==> src/rtl/fetch_unit.sv <==
// fetch_unit: instruction fetch front-end for the SimpleRISC core.
// Owns the PC and keeps at most one word read outstanding to instruction
// memory. Returned words are queued together with their PCs for the core.
// A redirect reloads the PC, flushes the queue and discards any stale
// in-flight response.
//
// Handshakes: each valid/ready pair transfers on a posedge where both are
// high. Valid never depends on its own ready. The response channel has no
// ready; a response is consumed in the cycle it is presented.
//
// Optional feature: define FETCH_STATS_EN to add the stat_fetched and
// stat_flushed saturating counters.
module fetch_unit #(
  parameter logic [31:0] RESET_PC = 32'h0000_0000,
  parameter int unsigned QDEPTH   = 4
) (
  input  logic        clk,
  input  logic        rst,
  output logic        imem_req_valid,
  input  logic        imem_req_ready,
  output logic [31:0] imem_req_addr,
  input  logic        imem_rsp_valid,
  input  logic [31:0] imem_rsp_data,
  output logic        inst_valid,
  input  logic        inst_ready,
  output logic [31:0] inst_out,
  output logic [31:0] inst_pc,
  input  logic        redirect_valid,
  input  logic [31:0] redirect_pc,
  output logic [1:0]  dbg_state
`ifdef FETCH_STATS_EN
  ,
  output logic [31:0] stat_fetched,
  output logic [31:0] stat_flushed
`endif
);

  localparam int unsigned AW = $clog2(QDEPTH);
  localparam logic [AW:0] FULL = (AW+1)'(QDEPTH);

  // IDLE: may issue; WAIT: live response pending; DROP: stale response pending
  typedef enum logic [1:0] {
    S_IDLE = 2'd0,
    S_WAIT = 2'd1,
    S_DROP = 2'd2
  } state_e;

  state_e        state_q, state_d;
  logic [31:0]   pc_q, pc_d;
  logic [31:0]   req_pc_q, req_pc_d;
  logic [AW:0]   count_q, count_d;
  logic [AW-1:0] rd_q, rd_d;
  logic [AW-1:0] wr_q, wr_d;
  logic          enq;
  logic          deq;

  logic [31:0]   data_mem [QDEPTH];
  logic [31:0]   pc_mem   [QDEPTH];

  assign inst_valid    = (count_q != '0);
  assign inst_out      = inst_valid ? data_mem[rd_q] : '0;
  assign inst_pc       = inst_valid ? pc_mem[rd_q]   : '0;
  assign imem_req_addr = pc_q;
  assign dbg_state     = state_q;

  // Fetch FSM: request issue, response acceptance/discard and PC update
  always_comb begin
    state_d        = state_q;
    pc_d           = pc_q;
    req_pc_d       = req_pc_q;
    imem_req_valid = 1'b0;
    enq            = 1'b0;
    unique case (state_q)
      S_IDLE: begin
        // Gated by rst so no request is visible while reset is held.
        imem_req_valid = rst && (count_q < FULL) && !redirect_valid;
        if (imem_req_valid && imem_req_ready) begin
          req_pc_d = pc_q;
          pc_d     = pc_q + 32'd4;
          state_d  = S_WAIT;
        end
      end
      S_WAIT: begin
        if (imem_rsp_valid) begin
          enq     = !redirect_valid;
          state_d = S_IDLE;
        end else if (redirect_valid) begin
          state_d = S_DROP;
        end
      end
      S_DROP: begin
        if (imem_rsp_valid) state_d = S_IDLE;
      end
      default: state_d = S_IDLE;
    endcase
    if (redirect_valid) pc_d = redirect_pc & 32'hFFFF_FFFC;
  end

  assign deq = inst_valid && inst_ready && !redirect_valid;

  // Queue pointers and occupancy; a redirect empties the queue
  always_comb begin
    count_d = count_q;
    rd_d    = rd_q;
    wr_d    = wr_q;
    if (redirect_valid) begin
      count_d = '0;
      rd_d    = '0;
      wr_d    = '0;
    end else begin
      if (enq) wr_d = wr_q + 1'b1;
      if (deq) rd_d = rd_q + 1'b1;
      if (enq && !deq)      count_d = count_q + 1'b1;
      else if (!enq && deq) count_d = count_q - 1'b1;
    end
  end

  // Control state registers
  always_ff @(posedge clk) begin
    if (!rst) begin
      state_q  <= S_IDLE;
      pc_q     <= RESET_PC;
      req_pc_q <= '0;
      count_q  <= '0;
      rd_q     <= '0;
      wr_q     <= '0;
    end else begin
      state_q  <= state_d;
      pc_q     <= pc_d;
      req_pc_q <= req_pc_d;
      count_q  <= count_d;
      rd_q     <= rd_d;
      wr_q     <= wr_d;
    end
  end

  // Queue storage; contents are only observed while count is non-zero
  always_ff @(posedge clk) begin
    if (rst && enq) begin
      data_mem[wr_q] <= imem_rsp_data;
      pc_mem[wr_q]   <= req_pc_q;
    end
  end

`ifdef FETCH_STATS_EN
  logic [31:0] fetched_q, fetched_d;
  logic [31:0] flushed_q, flushed_d;
  logic [32:0] flush_sum;

  // Saturating counters: words enqueued, and words thrown away by redirects
  // (queued entries plus a live response still owed by memory)
  always_comb begin
    fetched_d = fetched_q;
    flushed_d = flushed_q;
    flush_sum = {1'b0, flushed_q} + 33'(count_q) + 33'(state_q == S_WAIT);
    if (enq && (fetched_q != 32'hFFFF_FFFF)) fetched_d = fetched_q + 32'd1;
    if (redirect_valid) flushed_d = flush_sum[32] ? 32'hFFFF_FFFF : flush_sum[31:0];
  end

  // Statistics registers
  always_ff @(posedge clk) begin
    if (!rst) begin
      fetched_q <= '0;
      flushed_q <= '0;
    end else begin
      fetched_q <= fetched_d;
      flushed_q <= flushed_d;
    end
  end

  assign stat_fetched = fetched_q;
  assign stat_flushed = flushed_q;
`endif

endmodule

==> config.mk <==
export PLATFORM = sky130hd
export DESIGN_NAME = fetch_unit
export DESIGN_NICKNAME = d
export VERILOG_FILES = /design/src/rtl/fetch_unit.sv
export SDC_FILE = /design/constraint.sdc
export NUM_CORES = 1
export LEC_CHECK = 0
export CAP_MARGIN = 0
export CORE_MARGIN = 8
export CORE_UTILIZATION = 50
export DETAILED_ROUTE_END_ITERATION = 7
export HOLD_SLACK_MARGIN = 0.05
export PLACE_DENSITY = 0.74
export SYNTH_ARGS = -nofsm -noshare
export SYNTH_HDL_FRONTEND = slang
export SYNTH_SLANG_ARGS = --single-unit
==> constraint.sdc <==
create_clock -name clk -period 5.8 [get_ports clk]
set_clock_uncertainty 0.05 [all_clocks]
set_input_delay 0.87 -clock clk [delete_from_list [all_inputs] [get_ports clk]]
set_output_delay 0.87 -clock clk [all_outputs]
set_load 0.05 [all_outputs]
Word-level counts from Yosys, hierarchy flattened
Memories as Yosys holds them, arrays and structs flattened. A register that Yosys moved wholly into a read port is not among the register bits.
Index checks and enable logic that the tools add are counted.

cells by class
  reductions and logical operators = 20
  $lt $le $gt $ge = 1
  multiplexer cells = 21
  add/sub/neg operators = 5
  bitwise gates (word level) = 1
  equal/unequal tests = 5

operators with widths
  cell                                                                   number
  32-bit two-way mux                                                     5
  32-bit by 3-bit adder with 32-bit output, second input constant        1
  2-bit two-way mux                                                      8
  1-bit logical AND                                                      8
  3-bit two-way mux                                                      2
  2-bit one-hot mux with 3 select lines                                  1
  2-bit nonzero test                                                     3
  1-bit two-way mux                                                      5
  2-bit by 1-bit adder with 2-bit output, second input constant          2
  2-bit != test, second input constant                                   2
  2-bit AND reduction                                                    2
  3-bit by 1-bit adder with 3-bit output, second input constant          1
  1-bit zero test                                                        3
  3-bit < comparator, second input constant                              1
  3-bit != test, second input constant                                   1
  3-bit AND reduction                                                    1
  3-bit nonzero test                                                     1
  3-bit by 1-bit subtractor with 3-bit output, second input constant     1
  2-bit by 1-bit equality test with 1-bit output, second input constant  1
  2-bit equality test, second input constant                             1
  2-bit zero test                                                        1
  2-bit OR reduction                                                     1
  1-bit inverter                                                         1

word-level totals
  memory bits (writable) = 256
  output and inout port bits = 100
  word-level logic and storage cells = 62
  memories = 2
  bits in registers = 73

memories
  name      words  width  read ports  clocked after Yosys merged registers in  write ports  RTL line  RTL
  data_mem  4      32     1           1                                        1            57        logic [31:0] data_mem [QDEPTH];
  pc_mem    4      32     1           1                                        1            58        logic [31:0] pc_mem [QDEPTH];

Logic depth before layout (Yosys ltp)
  word-level depth = 7
  gate-level depth with buffers = 11
  mapped depth without buffers = 9

Worst setup path before layout
OpenSTA, ideal clock, no wires.

  path type = input to output
  start = input port redirect_valid
  end = output port imem_req_valid
  buffers on the path = 2
  stages = 4
  arrival = 2.912 ns
  path slack = 1.968 ns
  data required time = 4.880 ns
  cell sequence = clkbuf_1 > nand2b_1 > clkbuf_1 > nor4_1

on the way
  word-level cells in the longest chain between the ends = 3

ends and longest elaborated chain
  item               RTL line  RTL
  start, declared    28        input logic redirect_valid,
  1-bit zero test    76        imem_req_valid = rst && (count_q < FULL) && !redirect_valid;
  1-bit logical AND  76
  1-bit two-way mux  73        unique case (state_q)
  end, declared      19        output logic imem_req_valid,

No other way between the ends.

==> impl_metrics.env <==
export IMPL_drt_wl_total_um=25800
export IMPL_drive_gt1_share_pct=14.0
export IMPL_gp_congestion=0.833
export IMPL_cts_clk_slew_worst_paths_ps=60
export IMPL_cts_setup_buffers=0
export IMPL_syn_instance_count=805
export IMPL_cp_start_kind="flop"
export IMPL_grt_pass1_wl_um=41000
export IMPL_hpwlAfterDp_um=15400
export IMPL_fmax_ghz=0.241
export IMPL_synth_seq_cells=319
export IMPL_worstSetupPathType="reg2out"
export IMPL_num_vias=7201
export IMPL_yosys_most_used_dff="edfxtp_1"
export IMPL_relSlewSlack_pct=27.8
export IMPL_ys_seq_area_share_pct=69.9
export IMPL_critPathMaxStageDelay_ps=770
export IMPL_cts_resized_gates=0
export IMPL_fin_crit_sh_pct=71.5
export IMPL_worst_pin_slew_ps=1080
export IMPL_arrival_ps=3230
export IMPL_final_max_slew_viol_count=0
export IMPL_power_leakage_nw=4.88
export IMPL_start_util_pct=50.6
export IMPL_rsz0062_at_grt="false"
export IMPL_crit_slowest_cell="dfxtp_4"
export IMPL_antenna_found_initial=0
export IMPL_overflow=0
export IMPL_numCtsBuffers=31
export IMPL_die_w_um=175
export IMPL_avgSynthCellArea_um2=15.7
export IMPL_crit_fanout=31
export IMPL_final_cell_mix="edfxtp_1 (248), clkdlybuf4s50_1 (163), nand2_1 (83), and2_1 (75), dfxtp_1 (69)"
export IMPL_grt_max_degree=65
export IMPL_final_common_cell="edfxtp_1"
export IMPL_async_flop_share_pct=0
export IMPL_io_pins=170
export IMPL_ant_nets=0
export IMPL_worst_setup_path_end_kind="output pin"
export IMPL_ys_types=45
export IMPL_io_buffer_count=163
export IMPL_drcViolationCount=0
export IMPL_synth_edff_count=248
export IMPL_rows=58
export IMPL_vdd_drop_max_mv=0.191
export IMPL_routedWlPerCell_um=19.6
export IMPL_maxCapViolations=0
export IMPL_finalSetupViolCount=0
export IMPL_netlist_area_mm2=0.0127
export IMPL_outcome="complete, no violations"
export IMPL_grt_pass1_vias=7400
export IMPL_diodes=0
export IMPL_setup_tns_ps=0
export IMPL_die_area_mm2=0.0307
export IMPL_cts_hold_buf=0
export IMPL_ctsRootBufferMaster="clkbuf_16"
export IMPL_first_iter_violations=455
export IMPL_hp_class="reg2reg"
export IMPL_htreeDepth=1
export IMPL_report_power_total_mw=4.75
export IMPL_power_density_mw_per_mm2=304
export IMPL_fin_crit_ps=4150
export IMPL_core_area_mm2=0.0250
export IMPL_numClockSinks=319
export IMPL_synthToLayoutAreaGrowth_pct=23.3
export IMPL_cts_tree="done"
export IMPL_insertion_delay_ps=550
export IMPL_nets=1040
export IMPL_clockBufferDepth=3
export IMPL_fp_dieH_um=175
export IMPL_crit_required_ps=4880
export IMPL_vias_per_cell=5.47
export IMPL_hold_violations=0
export IMPL_grt_usage_pct=16.7
export IMPL_dr_pass1_iters=5
export IMPL_worstPathCellList="buf_4 > mux4_2 > and2_1 > clkdlybuf4s50_1"
export IMPL_ys_warnings_count=0
## power by group
group	switching (mW)	internal (mW)	total, mW	leakage (nW)
combinational	0.168	0.112	0.281	1.63
sequential	0.0346	2.47	2.50	2.73
clock	0.808	1.16	1.96	0.513
## worst max-delay path, delay by kind of cell, from the launching register on
family,cells,cell delay [ps]
flip-flops,1,770
AND/OR/NAND/NOR,1,170
buffers and inverters,2,1150
multiplexers,1,570
## cell type report
class                      instances  area, um^2
timing repair buffer             172        1700
clock inverter                    12        97.6
inverter                          12        45.0
tap                              330         413
fill                            1870        9410
sequential                       319        8880
clock buffer                      45         930
multi-input combinational        427        3570
## cell usage after synthesis, drive strengths merged, types with 2 or more instances
master	n	area, um^2
edfxtp	248	7450
nand2	83	312
and2	79	494
dfxtp	71	1420
mux4	62	1400
a21oi	47	235
clkbuf	33	124
o21ai	21	105
xnor2	20	175
buf	17	95.1
nand3	13	77.6
inv	12	45.0
nor3	12	71.3
nor2	10	37.5
xor2	10	87.6
a31oi	9	56.3
nand4	9	56.3
and4	7	61.3
o22ai	7	43.8
ha	6	75.1
nor4	5	31.3
and3	2	12.5
mux2i	2	20.0
nor2b	2	12.5
nor3b	2	26.3
nor4b	2	38.8
or3	2	12.5
## registers in the layout (all words and copies together), names as in the netlist, named ones only
name,flops
dbg_state,2
req_pc_q,30
wr_q,2
data_mem,128
rd_q,2
count_q,3
imem_req_addr,30
pc_mem,120
## stage by stage
| step | setup slack [ps] | cells | util (%) | area (um^2) | hold slack [ps] |
|---|---|---|---|---|---|
| 3_3_place_gp | 2160 | 1260 | 58.3 | 14600 | 428 |
| 5_1_grt | 1420 | 1317 | 62.4 | 15600 | 475 |
| 2_1_floorplan | 1970 | 808 | - | 12700 | 410 |
| 6_report | 1650 | 1317 | 62.4 | 15600 | 448 |
| 4_1_cts | 1540 | 1317 | 62.4 | 15600 | 447 |
| 3_5_place_dp | 2150 | 1260 | 58.3 | 14600 | 441 |
## logic make-up (layout without fill, tap and decap cells)
| family | Yosys count | in the layout | synth area share (%) |
|---|---|---|---|
| other | 1 | 4 | 0.0296 |
| and+or+nand+nor | 234 | 234 | 10.2 |
| AOI/OAI and AO/OA | 88 | 88 | 3.74 |
| muxes | 64 | 64 | 11.2 |
| buffers and inverters | 62 | 241 | 2.08 |
| xor gates and xnor gates | 30 | 30 | 2.07 |
| adders and majority gates | 7 | 7 | 0.750 |
| DFF | 319 | 319 | 69.9 |
## routing by layer
layer  up-vias  share of wire [%]  track usage [%]
li1       3352                  -                -
met1      3580                 45             22.6
met2       237                 46             26.3
met3        32                8.1             5.16
met4         0                1.4             3.57
met5         -                  0                0
## final timing paths
path,from,to,slack [ps],depth (start not counted)
worst max-delay path,flop,inst_out[15],1650,4
worst min-delay path,req_pc_q[29],req_pc_q[29],450,2
worst max register to register,count_q[2],count_q[2],2590,9
worst min register to register,req_pc_q[29],req_pc_q[29],450,2
(Power assumes the default switching activity.)
==> RTL change (config.mk and constraints unchanged) <==
Change the parameter `QDEPTH` from 4 to 8.
--- a/src/rtl/fetch_unit.sv
+++ b/src/rtl/fetch_unit.sv
@@ -12,7 +12,7 @@
 // stat_flushed saturating counters.
 module fetch_unit #(
   parameter logic [31:0] RESET_PC = 32'h0000_0000,
-  parameter int unsigned QDEPTH   = 4
+  parameter int unsigned QDEPTH   = 8
 ) (
   input  logic        clk,
   input  logic        rst,
Function: no difference found for any inputs over 4 cycles, from zero or initial values and one cycle with rst low; that may be too few to reach the edited logic, so the function may still have changed.
==> RTL change against the original RTL <==
Maximum frequency down 5.5%; largest power group unchanged; global-route usage up 1.3 points; worst setup slack worse by 0.24 ns; count of clock-buffer cells in the layout up 26; via count up 61%; clock power up 75%; cell area up 69%; largest cell class unchanged; wire length up 80%; synthesized area up 76%; sequential cell count up 252; power up 73%; critical path depth up 1.
==> RTL change: results (changes against the original RTL) <==
Critical path
  • Critical path's largest stage delay: 0.73 ns (was 0.77 ns)
  • Crit path DAT: 3.47 ns (was 3.23 ns)
  • FF-to-FF path depth: 12 (was 9)
  • Worst-path fanout max: 57 (was 31)

Pwr
  • Flop pwr share: 54.8% (was 52.7%)
  • Max IR drop VDD: 0.0002159 V (was 0.0001914 V)
  • Total power: 0.008199 W (was 0.004748 W)

Route
  • DR WL/cell: 22.78 um (was 19.61 um)
  • First-iteration detailed-routing DRC count: 983 (was 455)
  • Met2 wire len: 22.43 mm (was 11.83 mm)
  • Routed vias/inst: 5.696 (was 5.468)

Place
  • HPWL Detailed: 26.41 mm (was 15.43 mm)
  • Final Wtd Congestion: 0.8292 (was 0.8330)
  • Placed Instance Area: 24,740 um2 (was 14,600 um2)
  • Placed cell count: 1,940 (was 1,260)

Yosys
  • Compound-Gate Fraction of Synth Area: 2.434% (was 3.740%)
  • EDFF count, synth: 496 (was 248)
  • Syn Inst Count: 1,223 (was 805)
  • Synth top cells by count: 496 x edfxtp_1, 124 x mux4_2, 98 x nor2_1 (was 248 x edfxtp_1, 83 x nand2_1, 79 x and2_1)
  • Synth Area in Adders: 0.4272% (was 0.7500%)
  • Sequential area share after synthesis: 73.65% (was 69.95%)
  • Post-synth cell types: 54 (was 45)

Finish
  • Final Net Count: 1,482 (was 1,040)
  • Layout cells sized above 1: 17.42% (was 13.98%)
  • Post-Layout Cell Count: 2,039 (was 1,317)

Global routing
  • Met1 capacity usage during global routing: 24.44% (was 22.64%)
  • First-pass GRT wire length: 70.91 mm (was 41.03 mm)
  • Number of global-route vias before repair: 12,060 (was 7,400)
  • Met3 Use GR: 3.761% (was 5.159%)
  • GRT met2 Usage: 29.51% (was 26.34%)
  • GRT Total Usage: 18.01% (was 16.73%)

STA
  • Worst-Margin Slew: 0.9864 ns (was 1.083 ns)

Clock tree
  • Clk Latency, worst-skew pair: 0.59 ns (was 0.55 ns)
  • Total number of H-tree levels: 2 (was 1)
  • Cts bufs inserted: 55 (was 31)

Run status
  • Status: finished clean (unchanged)
RTL change: cell count changes in the layout (fill, tap and decap cells not counted), sizes merged, moves of 7 or more:
cell,change
mux4,+62
a21oi,+7
edfxtp,+248
mux2,+7
clkinv,+17
xnor2,-12
inv,-8
mux2i,+64
clkbuf,+26
nor2,+89
buf,+16
and2,-75
RTL change: worst paths after layout:
kind                                        start           end  slack [ns]
worst min-delay path            imem_req_addr[30]  req_pc_q[30]        0.48
worst min register to register  imem_req_addr[30]  req_pc_q[30]        0.48
worst max register to register         count_q[3]    count_q[3]        2.66
worst max-delay path                     register    inst_pc[3]        1.41
RTL change: area by class of cell:
cell class / count / area (um2)
fill: 3267 / 17660
timing repair buffer: 188 / 1919
clock buffer: 71 / 1499
sequential: 571 / 16410
tap: 592 / 740.7
multi-input combinational: 582 / 5645
inverter: 7 / 26.28
clock inverter: 28 / 226.5
RTL change: worst min-delay path, cell delays in order, from the launching register on:
cell     delay, ns
dfxtp_1       0.35
nand2_1       0.07
a21oi_1       0.05
